File: src/rtl/axis_fxp_div.sv
// axis_fxp_div: AXI-Stream fixed-point divider (radix-2 restoring, one quotient bit per clock).
// Define AXIS_FXP_DIV_ROUND_EN to round half away from zero using one guard bit.
module axis_fxp_div #(
    parameter int DIVIDEND_W = 32,
    parameter int DIVISOR_W  = 32,
    parameter int FRAC_W     = 16,
    parameter int SIGNED     = 0,
    localparam int DOUT_W    = DIVIDEND_W + FRAC_W
) (
    input  logic                  aclk,
    input  logic                  aresetn,
    input  logic                  s_axis_dividend_tvalid,
    output logic                  s_axis_dividend_tready,
    input  logic [DIVIDEND_W-1:0] s_axis_dividend_tdata,
    input  logic                  s_axis_divisor_tvalid,
    output logic                  s_axis_divisor_tready,
    input  logic [DIVISOR_W-1:0]  s_axis_divisor_tdata,
    output logic                  m_axis_dout_tvalid,
    input  logic                  m_axis_dout_tready,
    output logic [DOUT_W-1:0]     m_axis_dout_tdata,
    output logic                  m_axis_dout_tuser
);

`ifdef AXIS_FXP_DIV_ROUND_EN
    localparam int ITER = DOUT_W + 1;
`else
    localparam int ITER = DOUT_W;
`endif
    localparam int CNT_W = $clog2(ITER + 1);
    localparam int PAD_W = ITER - DIVIDEND_W;

    localparam logic [DOUT_W-1:0] ALL_ONES = {DOUT_W{1'b1}};
    localparam logic [DOUT_W-1:0] MAX_POS  = {1'b0, {(DOUT_W-1){1'b1}}};
    localparam logic [DOUT_W-1:0] MIN_NEG  = {1'b1, {(DOUT_W-1){1'b0}}};

    typedef enum logic [1:0] {IDLE, CALC, DONE} state_t;

    state_t                 state_q, state_d;
    logic                   a_held_q, b_held_q;
    logic [CNT_W-1:0]       cnt_q;
    logic [DOUT_W-1:0]      dout_q;
    logic                   user_q;

    logic [DIVIDEND_W-1:0]  a_q;
    logic [DIVISOR_W-1:0]   b_q;
    logic [DIVISOR_W-1:0]   den_q;
    logic [DIVISOR_W-1:0]   rem_q;
    logic [ITER-1:0]        num_q;
    logic                   neg_q;

    logic                   a_fire, b_fire, dout_fire;
    logic                   b_zero, last_iter;
    logic                   a_neg, b_neg;
    logic [DIVIDEND_W-1:0]  a_mag;
    logic [DIVISOR_W-1:0]   b_mag;
    logic [DIVISOR_W:0]     trial;
    logic                   ge;
    logic [DIVISOR_W-1:0]   rem_d;
    logic [ITER-1:0]        quo_d;

    // Drops the guard bit, rounding the magnitude half away from zero when enabled.
    function automatic logic [DOUT_W:0] round_mag(input logic [ITER-1:0] q);
`ifdef AXIS_FXP_DIV_ROUND_EN
        return {1'b0, q[ITER-1:1]} + {{DOUT_W{1'b0}}, q[0]};
`else
        return {1'b0, q};
`endif
    endfunction

    function automatic logic [DOUT_W-1:0] saturate(input logic [DOUT_W:0] mag, input logic neg);
        logic signed [DOUT_W-1:0] res;
        if (SIGNED == 0)
            res = mag[DOUT_W] ? ALL_ONES : mag[DOUT_W-1:0];
        else if (neg)
            res = (mag > {1'b0, MIN_NEG}) ? MIN_NEG : -mag[DOUT_W-1:0];
        else
            res = (mag > {1'b0, MAX_POS}) ? MAX_POS : mag[DOUT_W-1:0];
        return res;
    endfunction

    function automatic logic [DOUT_W-1:0] div_zero_value(input logic dividend_neg);
        if (SIGNED == 0)
            return ALL_ONES;
        return dividend_neg ? MIN_NEG : MAX_POS;
    endfunction

    assign a_fire    = s_axis_dividend_tvalid && s_axis_dividend_tready;
    assign b_fire    = s_axis_divisor_tvalid && s_axis_divisor_tready;
    assign dout_fire = m_axis_dout_tvalid && m_axis_dout_tready;
    assign b_zero    = (b_q == '0);
    assign last_iter = (cnt_q == CNT_W'(ITER));

    assign a_neg = (SIGNED != 0) && a_q[DIVIDEND_W-1];
    assign b_neg = (SIGNED != 0) && b_q[DIVISOR_W-1];
    assign a_mag = a_neg ? -a_q : a_q;
    assign b_mag = b_neg ? -b_q : b_q;

    // Restoring step: the numerator shifts out of num_q while quotient bits shift in.
    always_comb begin
        trial = {rem_q, num_q[ITER-1]};
        ge    = (trial >= {1'b0, den_q});
        rem_d = ge ? DIVISOR_W'(trial - {1'b0, den_q}) : trial[DIVISOR_W-1:0];
        quo_d = {num_q[ITER-2:0], ge};
    end

    always_ff @(posedge aclk or negedge aresetn) begin
        if (!aresetn)
            state_q <= IDLE;
        else
            state_q <= state_d;
    end

    always_comb begin
        state_d = state_q;
        unique case (state_q)
            IDLE:    if (a_held_q && b_held_q) state_d = CALC;
            CALC:    if ((cnt_q == '0 && b_zero) || last_iter) state_d = DONE;
            DONE:    if (m_axis_dout_tready) state_d = IDLE;
            default: state_d = IDLE;
        endcase
    end

    always_comb begin
        s_axis_dividend_tready = 1'b0;
        s_axis_divisor_tready  = 1'b0;
        m_axis_dout_tvalid     = (state_q == DONE);
        m_axis_dout_tdata      = dout_q;
        m_axis_dout_tuser      = user_q;
        if (aresetn && state_q == IDLE) begin
            s_axis_dividend_tready = !a_held_q;
            s_axis_divisor_tready  = !b_held_q;
        end
    end

    always_ff @(posedge aclk or negedge aresetn) begin
        if (!aresetn) begin
            a_held_q <= 1'b0;
            b_held_q <= 1'b0;
            cnt_q    <= '0;
            dout_q   <= '0;
            user_q   <= 1'b0;
        end else begin
            if (a_fire)
                a_held_q <= 1'b1;
            if (b_fire)
                b_held_q <= 1'b1;
            if (dout_fire) begin
                a_held_q <= 1'b0;
                b_held_q <= 1'b0;
            end
            case (state_q)
                IDLE: cnt_q <= '0;
                CALC: begin
                    cnt_q <= cnt_q + CNT_W'(1);
                    if (cnt_q == '0 && b_zero) begin
                        dout_q <= div_zero_value(a_neg);
                        user_q <= 1'b1;
                    end else if (last_iter) begin
                        dout_q <= saturate(round_mag(quo_d), neg_q);
                        user_q <= 1'b0;
                    end
                end
                default: ;
            endcase
        end
    end

    // Operand capture, magnitude conversion on the first CALC cycle, then iteration.
    always_ff @(posedge aclk) begin
        if (a_fire)
            a_q <= s_axis_dividend_tdata;
        if (b_fire)
            b_q <= s_axis_divisor_tdata;
        if (state_q == CALC) begin
            if (cnt_q == '0) begin
                num_q <= {a_mag, {PAD_W{1'b0}}};
                rem_q <= '0;
                den_q <= b_mag;
                neg_q <= a_neg ^ b_neg;
            end else begin
                num_q <= quo_d;
                rem_q <= rem_d;
            end
        end
    end

endmodule

File: config.mk
export PLATFORM = sky130hd
export DESIGN_NAME = axis_fxp_div
export DESIGN_NICKNAME = d
export VERILOG_FILES = /design/src/rtl/axis_fxp_div.sv
export SDC_FILE = /design/constraint.sdc
export NUM_CORES = 1
export LEC_CHECK = 0
export BUFFER_PORTS_ARGS = -buffer_cell sky130_fd_sc_hd__buf_2
export CORE_MARGIN = 5
export CORE_UTILIZATION = 40
export DETAILED_ROUTE_END_ITERATION = 7
export PLACE_DENSITY = 0.65
export SYNTH_ARGS = -nofsm -noshare
export SYNTH_HDL_FRONTEND = slang
export SYNTH_SLANG_ARGS = --single-unit
File: constraint.sdc
create_clock -name aclk -period 2.9 [get_ports aclk]
set_input_delay 0.435 -clock aclk [delete_from_list [all_inputs] [get_ports aclk]]
set_output_delay 0.435 -clock aclk [all_outputs]
set_load 0.01 [all_outputs]
==> results of run 1 <==
## logic make-up after synthesis
group / share of synthesized area, %
XOR/XNOR: 2.31
adder cells (fa/ha/maj): 4.20
buffers and inverters: 3.25
AO/OA/AOI/OAI: 10.8
AND/OR/NAND/NOR: 15.0
multiplexers: 0.672
flip-flops: 63.7
## cells in the mapped netlist (all sizes together), types with 4 or more instances
cell,number,area (um^2)
a31oi,7,43.8
clkbuf,19,71.3
nand3,8,40.0
nand4,6,37.5
dfrtp,59,1480
a211oi,7,67.6
edfxtp,176,5290
buf,20,113
a21oi,92,460
ha,34,425
and3,4,25.0
nor3,8,45.0
nand2b,5,31.3
mux2i,6,60.1
xnor2,22,193
inv,43,161
nor2,157,589
nor4,10,62.6
nand2,140,526
a21o,20,150
and2,19,119
nor2b,8,50.1
xor2,6,52.6
o21bai,6,45.0
o21ai,19,98.9
## flip-flops by register name (all words and copies together), names as in the netlist
signal and flops:
state_q 2, m_axis_dout_tdata 48, a_held_q 1, num_q 48, rem_q 32, cnt_q 6, den_q 32, m_axis_dout_tuser 1
a_mag 32, b_held_q 1, b_mag 32
## metrics by stage
step	cell area [um^2]	utilization (%)	cells	setup WS [ns]	power, uW
floorplan	10600	-	940	0.143	9480
global placement	12000	46.1	1424	-0.00770	11300
detailed placement	12000	46.1	1424	-0.0747	11500
CTS	12800	49.2	1472	0.00591	14600
global route	13100	50.4	1480	-0.108	16100
finish	13100	50.4	1480	0.0358	15100
## metal layers
metal  routed length (um)  track usage [%]
met1                10800             21.1
met2                11500             26.0
met3                 1160             2.60
met4                  427             3.34
met5                    0                0
## placed cells by master (no fill, tap or decap), types with 6 or more instances in the layout
cell	instances
a21o_1	20
a21oi_1	85
a21oi_2	7
and2_1	18
buf_2	120
buf_4	69
clkbuf_1	12
clkbuf_16	26
dfrtp_1	59
edfxtp_1	176
ha_1	26
ha_4	8
inv_1	39
nand2_1	136
nand3_1	8
nand4_1	6
nor2_1	151
nor2b_1	6
nor4_1	8
o21ai_0	17
xnor2_1	22
xor2_1	6
## cell type report
class,count,area [um^2],share of cell area [%]
Clock buffer,40,723,5.51
Clock inverter,8,60.1,0.457
Inverter,43,163,1.24
Multi-Input combinational cell,623,3780,28.8
Sequential cell,235,6760,51.5
Tap cell,335,419,3.19
Timing Repair Buffer,196,1220,9.32
## report_power, final
part | switching, uW | internal, uW
clock network | 1310 | 1720
logic | 3620 | 3020
registers | 472 | 4940
total | 5400 | 9680
## timing repair
item | in CTS | in global routing
setup buffers | 0 | 8
gates resized for setup | 6 | 44
gates cloned | 0 | 0
pin swaps | 3 | 6
setup endpoints to repair | 22 | 32
## worst max-delay path: cells and delay by family, from the launching register on
family                   cells  cell delay (ns)
adder cells (fa/ha/maj)      1             0.31
AO/OA/AOI/OAI                6             1.29
buffers and inverters        1             0.27
AND/OR/NAND/NOR              4             0.33
flip-flops                   1             0.40
## path summary, 6_finish.rpt
check | startpoint | end | slack, ns | cells past startpoint
worst max-delay path | rem_q[0] | rem_q[18] | 0.04 | 12
worst min-delay path | s_axis_dividend_tdata[23] | a_mag[23] | 0.08 | 1
worst max register to register | rem_q[0] | rem_q[18] | 0.04 | 12
worst min register to register | b_mag[3] | den_q[3] | 0.45 | 0
max in group asynchronous | aresetn | state_q[0] | 2.21 | 2
min in group asynchronous | aresetn | m_axis_dout_tdata[3] | 0.17 | 2
==> flow_metrics.py, run 1 <==
metrics = {
    "floorplan": {
        "core_area_mm2": 0.0261,
        "die_y_um": 173,
        "die_area_mm2": 0.0299,
        "ioPinCount": 121,
        "start_util_pct": 40.7,
        "rows": 59,
        "die_w_um": 173,
    },
    "sta": {
        "slew_headroom_pct": 46.5,
        "fin_tns_setup_ns": 0,
        "timing.final.hold_violations": 0,
        "finalHoldWorstSlack_ns": 0.0780,
        "slew_violations": 0,
        "setup_viol": 0,
        "layout_min_cycle_time_ns": 2.86,
        "fmax_ghz": 0.349,
        "rsz0062_at_grt": "true",
        "worstMarginPinSlew_ns": 0.803,
        "clock_skew_ns": 0.0103,
        "layout_worst_path_cycle_share_pct": 98.8,
    },
    "global_routing": {
        "grt_pass1_vias": 7577,
        "grt_first_pass_wirelength_mm": 38.8,
        "antenna_found_initial": 0,
        "grt.overflow.total": 0,
        "grt_max_degree": 65,
        "grt.total_usage_pct": 15.4,
    },
    "critical_path": {
        "crit_path_frequent_cell": "nor2_1",
        "crit_type": "reg -> reg",
        "cp-start-kind": "register",
        "crit_required_ns": 3.17,
        "path_cells": "ha_1 -> nor2b_4 -> o21a_1 -> o211ai_2 -> nand2_2 -> a311oi_2 -> a21oi_2 -> o31ai_4 -> buf_4 -> nor2_1 -> a21oi_1 -> nor2_1",
        "crit_arrival_ns": 3.14,
        "critPathMaxStageDelay_ns": 0.40,
        "path_max_fanout": 12,
        "end_kind": "register",
        "crit_slowest_cell": "edfxtp_1",
    },
    "clock_network": {
        "cts_tree": "built",
        "clock_sinks": 235,
        "path_clk_slew_ns": 0.06,
        "clock_latency_ns": 0.53,
        "cts.htree.levels": 1,
        "cts_hold_buf": 0,
        "cts-root-buf": "clkbuf_16",
        "clk_path_buf_depth": 3,
        "numCtsBuffers": 26,
    },
    "drt": {
        "drt_iter0_markers": 515,
        "routed-via-count": 7418,
        "firstDrtPassIters": 5,
        "viasPerCell": 5.01,
        "drc": 0,
        "routed_wl_mm": 23.9,
        "ant_nets": 0,
        "wl_per_cell_um": 16.1,
    },
    "synth": {
        "synth.distinct_cells": 56,
        "synthArstFlopShare_pct": 25.1,
        "netlist_area_mm2": 0.0106,
        "syn_avg_cell_area_um2": 11.3,
        "synth_edf_count": 176,
        "yosys_most_used_dff": "edfxtp_1",
        "syn_nets": 1044,
        "synth-seq-cells": 235,
        "synth_warnings": 0,
        "synthCells": 940,
        "yosysSeqAreaShare_pct": 63.7,
    },
    "finish": {
        "final_nets": 1229,
        "diodes": 0,
        "drive_gt1_share_pct": 25.5,
        "area_delta_synth_final_pct": 23.7,
        "fillers": 2313,
    },
    "placement": {
        "dp.final_hpwl_mm": 16.1,
        "gp_congestion": 0.889,
        "place.port_buffers": 120,
    },
    "worst_hold_path": {
        "hold_class": "in -> reg",
    },
    "outcome": {
        "outcome": "finished, final reports clean",
    },
    "pwr": {
        "ir_worst_vdd_mv": 0.569,
        "power_density_mw_per_mm2": 1150,
        "p_leak_uw": 0.00576,
    },
    "job": {
        "drv_cap": 0,
    },
}
No activity file was read; power rests on OpenSTA's default activity.
==> run 2: changes to the inputs <==
--- a/config.mk
+++ b/config.mk
@@ -6,7 +6,6 @@
 export NUM_CORES = 1
 export LEC_CHECK = 0
 export BUFFER_PORTS_ARGS = -buffer_cell sky130_fd_sc_hd__buf_2
-export CORE_MARGIN = 5
 export CORE_UTILIZATION = 40
 export DETAILED_ROUTE_END_ITERATION = 7
 export PLACE_DENSITY = 0.65
==> run 2 against run 1 <==
Net effect: the run now ends with setup timing left; routed wire length is 3.9% lower; clock skew is 0.0067 ns higher; critical path depth stayed put; critical path type unchanged; via count is 0.30% lower; sequential share of layout area is 0.14 points higher; first-iteration DRC count is 0.97% lower; combinational power hardly changed; highest routed layer unchanged; global-route usage is 1.5 points higher; clock power hardly changed.
==> flow_metrics.py, run 2 (same netlist as run 1, synthesis figures left out) <==
metrics = {
    "drt": {
        "drt_iter0_markers": 510,
        "routed_wl_mm": 22.9,
        "ant_nets": 0,
        "drc": 0,
        "routed-via-count": 7396,
        "viasPerCell": 4.99,
        "firstDrtPassIters": 5,
        "wl_per_cell_um": 15.5,
    },
    "floorplan": {
        "die_area_mm2": 0.0272,
        "core_area_mm2": 0.0261,
        "ioPinCount": 121,
        "start_util_pct": 40.7,
        "rows": 59,
        "die_y_um": 165,
        "die_w_um": 165,
    },
    "sta": {
        "fmax_ghz": 0.341,
        "slew_violations": 0,
        "setup_ws_ns": -0.0327,
        "rsz0062_at_grt": "true",
        "layout_min_cycle_time_ns": 2.93,
        "worstMarginPinSlew_ns": 0.811,
        "setup_viol": 1,
        "timing.final.hold_violations": 0,
        "slew_headroom_pct": 45.9,
        "clock_skew_ns": 0.0170,
        "layout_worst_path_cycle_share_pct": 101,
    },
    "pwr": {
        "p_switching_uw": 5380,
        "p_seq_share_pct": 35.8,
        "p_comb_share_pct": 43.9,
        "p_leak_uw": 0.00581,
        "power_density_mw_per_mm2": 1150,
        "clockPowerShare_pct": 20.3,
        "ir_worst_vdd_mv": 0.582,
        "p_int_uw": 9680,
        "p_sw_share_pct": 35.7,
        "power_uw": 15100,
    },
    "finish": {
        "stdcell_count": 1481,
        "drive_gt1_share_pct": 24.4,
        "design_area_mm2": 0.0131,
        "final_nets": 1229,
        "mostFrequentLayoutCells": "edfxtp_1, nor2_1, nand2_1, buf_2, a21oi_1",
        "area_delta_synth_final_pct": 23.4,
        "final_common_cell": "edfxtp_1",
        "fin_util_pct": 50.2,
        "fillers": 2337,
    },
    "placement": {
        "place_area_mm2": 0.0120,
        "gp_congestion": 0.849,
        "placed_cells": 1426,
        "dp.final_hpwl_mm": 15.6,
        "place.port_buffers": 120,
        "pre_cts_slack_ns": -0.0974,
    },
    "critical_path": {
        "path_max_fanout": 7,
        "reg2reg_depth": 12,
        "crit_required_ns": 3.18,
        "cp-start-kind": "register",
        "end_kind": "register",
        "crit_arrival_ns": 3.21,
        "rrSetupSlack_ns": -0.03,
        "crit_type": "reg -> reg",
        "r2r_start": "rem_q[0]",
        "worstReg2RegEnd": "rem_q[25]",
    },
    "global_routing": {
        "grt.overflow.total": 0,
        "grt_pass1_vias": 6994,
        "grt.total_usage_pct": 16.9,
        "grt_first_pass_wirelength_mm": 36.2,
        "antenna_found_initial": 1,
        "grt_max_degree": 96,
    },
    "job": {
        "drv_cap": 0,
    },
    "clock_network": {
        "clock_latency_ns": 0.53,
        "cts-root-buf": "clkbuf_16",
        "path_clk_slew_ns": 0.06,
        "clock_sinks": 235,
        "cts_tree": "built",
        "clk_path_buf_depth": 3,
        "cts.htree.levels": 1,
        "numCtsBuffers": 26,
    },
    "worst_hold_path": {
        "hold_class": "in -> reg",
        "hp-start": "s_axis_dividend_tdata[10]",
        "hold_path_end": "a_mag[10]",
        "min_delay_path_depth": 1,
    },
    "outcome": {
        "violations": "setup timing",
        "outcome": "finished with violations",
    },
}
[run 2: cell types whose count changed in the layout (fill, tap and decap cells not counted), moves of 3 or more]
cell / before / now
nor2_1: 151 / 154
clkbuf_1: 12 / 7
nor2_2: 5 / 2
ha_4: 8 / 1
ha_1: 26 / 33
buf_4: 69 / 62
buf_6: 4 / 9
[run 2: power by group through the flow]
stage | registers, uW | clock network [uW] | logic, uW
2_1_floorplan | 5370 | 0 | 4100
3_3_place_gp | 5420 | 0 | 5960
3_5_place_dp | 5440 | 0 | 6060
4_1_cts | 5380 | 3160 | 6180
5_1_grt | 5490 | 3280 | 7360
6_report | 5390 | 3060 | 6610
[run 2: final cells by class]
class	instances	area [um^2]	area share [%]
repair buffers	196	1250	9.57
well taps	335	419	3.20
multi-input cells	623	3690	28.2
inverters	43	161	1.23
clock inverters	11	75.1	0.573
flip-flops and latches	235	6760	51.6
diodes	1	2.50	0.0191
clock buffers	37	732	5.59
[run 2: how the worst max path moves through the flow]
stage / start / end / slack, ns / cells after the start
after floorplan: den_q[1] / rem_q[9] / 0.14 / 12
after global placement: rem_q[10] / rem_q[31] / -0.11 / 13
after detailed placement: rem_q[0] / rem_q[9] / -0.1 / 11
after CTS: rem_q[10] / rem_q[24] / -0.002 / 10
after global routing: den_q[1] / rem_q[25] / -0.23 / 13
final: rem_q[0] / rem_q[25] / -0.03 / 12
[run 2: metrics by stage]
step / setup TNS [ns] / hold slack [ns]
3_3_place_gp: -0.107 / 0.436
6_report: -0.0327 / 0.0728
2_1_floorplan: 0 / 0.139
3_5_place_dp: -1.04 / 0.438
5_1_grt: -4.62 / 0.0461
4_1_cts: -0.00159 / 0.0496
[run 2: what timing repair did]
item / CTS / global route
resized for setup: 9 / 34
pin swaps: 6 / 8
buffers inserted: 1 / 4
setup endpoints to repair: 23 / 32
hold buffers: 0 / 0
gates cloned: 0 / 1
[run 2: layer usage]
layer	GRT usage, %	vias up	share of wire, %
met5	0	-	0
met4	4.71	0	1.6
met3	2.49	28	4.6
met2	26.8	166	47
met1	24.0	3538	47
li1	-	3664	-
[run 2: worst max-delay path, stage by stage, from the launching register on]
cell      delay [ns]
edfxtp_1        0.41
ha_1            0.31
nor2b_1         0.14
o21a_1          0.19
o211ai_2        0.17
nand2_2         0.11
a311oi_4        0.30
a21oi_2         0.12
o31ai_4         0.39
inv_2           0.14
buf_6           0.17
mux2i_2         0.18
nor2_1          0.06
==> run 3: changes to the inputs <==
==> config.mk (replaced) <==
export PLATFORM = sky130hd
export DESIGN_NAME = axis_fxp_div
export DESIGN_NICKNAME = d
export VERILOG_FILES = /design/src/rtl/axis_fxp_div.sv
export SDC_FILE = /design/constraint.sdc
export NUM_CORES = 1
export LEC_CHECK = 0
export CAP_MARGIN = 20
export CORE_UTILIZATION = 40
export DETAILED_ROUTE_END_ITERATION = 7
export DONT_BUFFER_PORTS = 1
export PLACE_DENSITY = 0.61
export SYNTH_ARGS = -nofsm -noshare
export SYNTH_HDL_FRONTEND = slang
export SYNTH_SLANG_ARGS = --single-unit
==> run 3 against run 2 <==
Net effect: sequential cell count stayed put; clock power is 15% higher; worst hold slack better by 0.029 ns; first-iteration DRC count is 40% higher; the run still ends with setup timing left; die area stayed put; worst setup slack worse by 0.0067 ns; critical path type unchanged; final cell count is 2.3% lower; clock skew is 0.0026 ns lower.
==> flow_metrics.py, run 3 (same netlist as run 1, synthesis figures left out) <==
metrics = {
    "worst_hold_path": {
        "min_delay_path_depth": 2,
        "hold_class": "in -> reg",
    },
    "pwr": {
        "ir_worst_vdd_mv": 0.681,
        "p_leak_uw": 0.00570,
        "power_uw": 16000,
        "clockPowerShare_pct": 22.1,
        "p_seq_share_pct": 34.4,
        "p_int_uw": 10400,
        "p_switching_uw": 5570,
        "p_sw_share_pct": 34.9,
        "p_comb_share_pct": 43.5,
        "power_density_mw_per_mm2": 1180,
    },
    "finish": {
        "fillers": 2254,
        "final_common_cell": "edfxtp_1",
        "final_nets": 1195,
        "multi_input_area_mm2": 0.00376,
        "fin_util_pct": 52.1,
        "register_area_mm2": 0.00676,
        "mostFrequentLayoutCells": "edfxtp_1, nor2_1, nand2_1, buf_4, a21oi_1",
        "area_delta_synth_final_pct": 27.8,
        "stdcell_count": 1447,
        "drive_gt1_share_pct": 18.4,
    },
    "placement": {
        "gp_congestion": 0.867,
        "place.port_buffers": 0,
        "dp.final_hpwl_mm": 15.7,
        "placed_cells": 1311,
    },
    "drt": {
        "firstDrtPassIters": 5,
        "wl_per_cell_um": 16.8,
        "viasPerCell": 5.16,
        "drc": 0,
        "routed_wl_mm": 24.3,
        "drt_iter0_markers": 712,
        "ant_nets": 0,
        "routed-via-count": 7460,
    },
    "sta": {
        "fmax_ghz": 0.340,
        "setup_viol": 11,
        "layout_min_cycle_time_ns": 2.94,
        "layout_worst_path_cycle_share_pct": 101,
        "timing.final.hold_violations": 0,
        "slew_headroom_pct": 60.8,
        "setup_ws_ns": -0.0394,
        "slew_violations": 0,
        "rsz0062_at_grt": "true",
        "finalHoldWorstSlack_ns": 0.102,
        "clock_skew_ns": 0.0143,
        "worstMarginPinSlew_ns": 0.583,
    },
    "critical_path": {
        "cp-start-kind": "register",
        "end_kind": "register",
        "crit_buf_inv": 3,
        "crit_arrival_ns": 3.22,
        "critPathMaxStageDelay_ns": 0.44,
        "cp.depth": 13,
        "crit_required_ns": 3.19,
        "cp_top_family": "compound AO/OA/AOI/OAI gates",
        "reg2reg_depth": 13,
        "crit_type": "reg -> reg",
        "path_cells": "ha_4 -> a21o_1 -> a211oi_2 -> nor3_2 -> a2111oi_4 -> o21ai_2 -> o31a_1 -> o31ai_4 -> buf_12 -> buf_8 -> buf_6 -> mux2i_1 -> nor2_1",
        "crit_slowest_cell": "edfxtp_1",
        "path_max_fanout": 6,
    },
    "global_routing": {
        "grt_max_degree": 65,
        "grt.overflow.total": 0,
        "grt_first_pass_wirelength_mm": 38.0,
        "grt.total_usage_pct": 17.9,
        "grt_pass1_vias": 7240,
        "antenna_found_initial": 0,
    },
    "clock_network": {
        "path_clk_slew_ns": 0.06,
        "clk_path_buf_depth": 3,
        "cts-root-buf": "clkbuf_16",
        "cts_tree": "built",
        "clock_sinks": 235,
        "cts.htree.levels": 1,
        "clock_latency_ns": 0.53,
        "numCtsBuffers": 26,
    },
    "floorplan": {
        "die_w_um": 165,
        "rows": 59,
        "core_area_mm2": 0.0261,
        "die_y_um": 165,
        "ioPinCount": 121,
        "start_util_pct": 40.7,
        "die_area_mm2": 0.0272,
    },
    "outcome": {
        "outcome": "finished with violations",
        "violations": "setup timing",
    },
    "job": {
        "drv_cap": 0,
    },
}
[run 3: cell types whose count changed in the layout (fill, tap and decap cells not counted), moves of 5 or more]
cell / previous run / this run
dlygate4sd3_1: 0 / 66
ha_4: 1 / 6
buf_2: 121 / 0
ha_1: 33 / 28
buf_4: 62 / 82
[run 3: area by class of cell]
type | count | share of cell area (%)
inverters | 43 | 1.20
flip-flops and latches | 235 | 49.8
clock inverters | 11 | 1.11
multi-input cells | 623 | 27.8
well taps | 335 | 3.09
diodes | 1 | 0.0184
repair buffers | 162 | 11.1
clock buffers | 37 | 5.86
[run 3: metrics by stage]
stage          cell area, um^2  worst slack, ns  setup TNS [ns]
3_3_place_gp             11500          -0.0977          -0.296
3_5_place_dp             11500           -0.200           -2.26
6_report                 13600          -0.0394          -0.253
5_1_grt                  13600           -0.147           -2.87
4_1_cts                  13300          -0.0120         -0.0120
2_1_floorplan            10600            0.143               0
[run 3: power groups by stage]
| stage | Sequential, uW | Combinational (uW) | Clock, uW |
|---|---|---|---|
| after floorplan | 5370 | 4100 | 0 |
| final | 5490 | 6950 | 3530 |
| after CTS | 5470 | 6520 | 3600 |
| after global placement | 5500 | 5860 | 0 |
| after global routing | 5600 | 7680 | 3740 |
| after detailed placement | 5530 | 5950 | 0 |
[run 3: worst paths after layout]
check                                        start                     to  slack, ns
worst max-delay path                     rem_q[25]               rem_q[9]      -0.04
worst min-delay path            m_axis_dout_tready             state_q[1]       0.10
worst max register to register           rem_q[25]               rem_q[9]      -0.04
worst min register to register           b_mag[10]              den_q[10]       0.45
max in group asynchronous                  aresetn               cnt_q[1]       2.17
min in group asynchronous                  aresetn  m_axis_dout_tdata[23]       0.47
[run 3: per-layer routing]
metal / up-vias / global-route usage (%) / part of all wire, %
met5: - / 0 / 0
met4: 0 / 5.46 / 2.5
met3: 44 / 3.06 / 5.3
met2: 211 / 28.5 / 47
met1: 3605 / 24.9 / 45
li1: 3600 / - / -
[run 3: timing repair]
item                                   CTS  global route
setup buffers                           12             9
cloned                                   1             0
hold buffers                            67             0
resized for setup                       21            39
setup endpoints to repair               29            32
pin swaps                               14            18
endpoints found under the hold margin  125             0
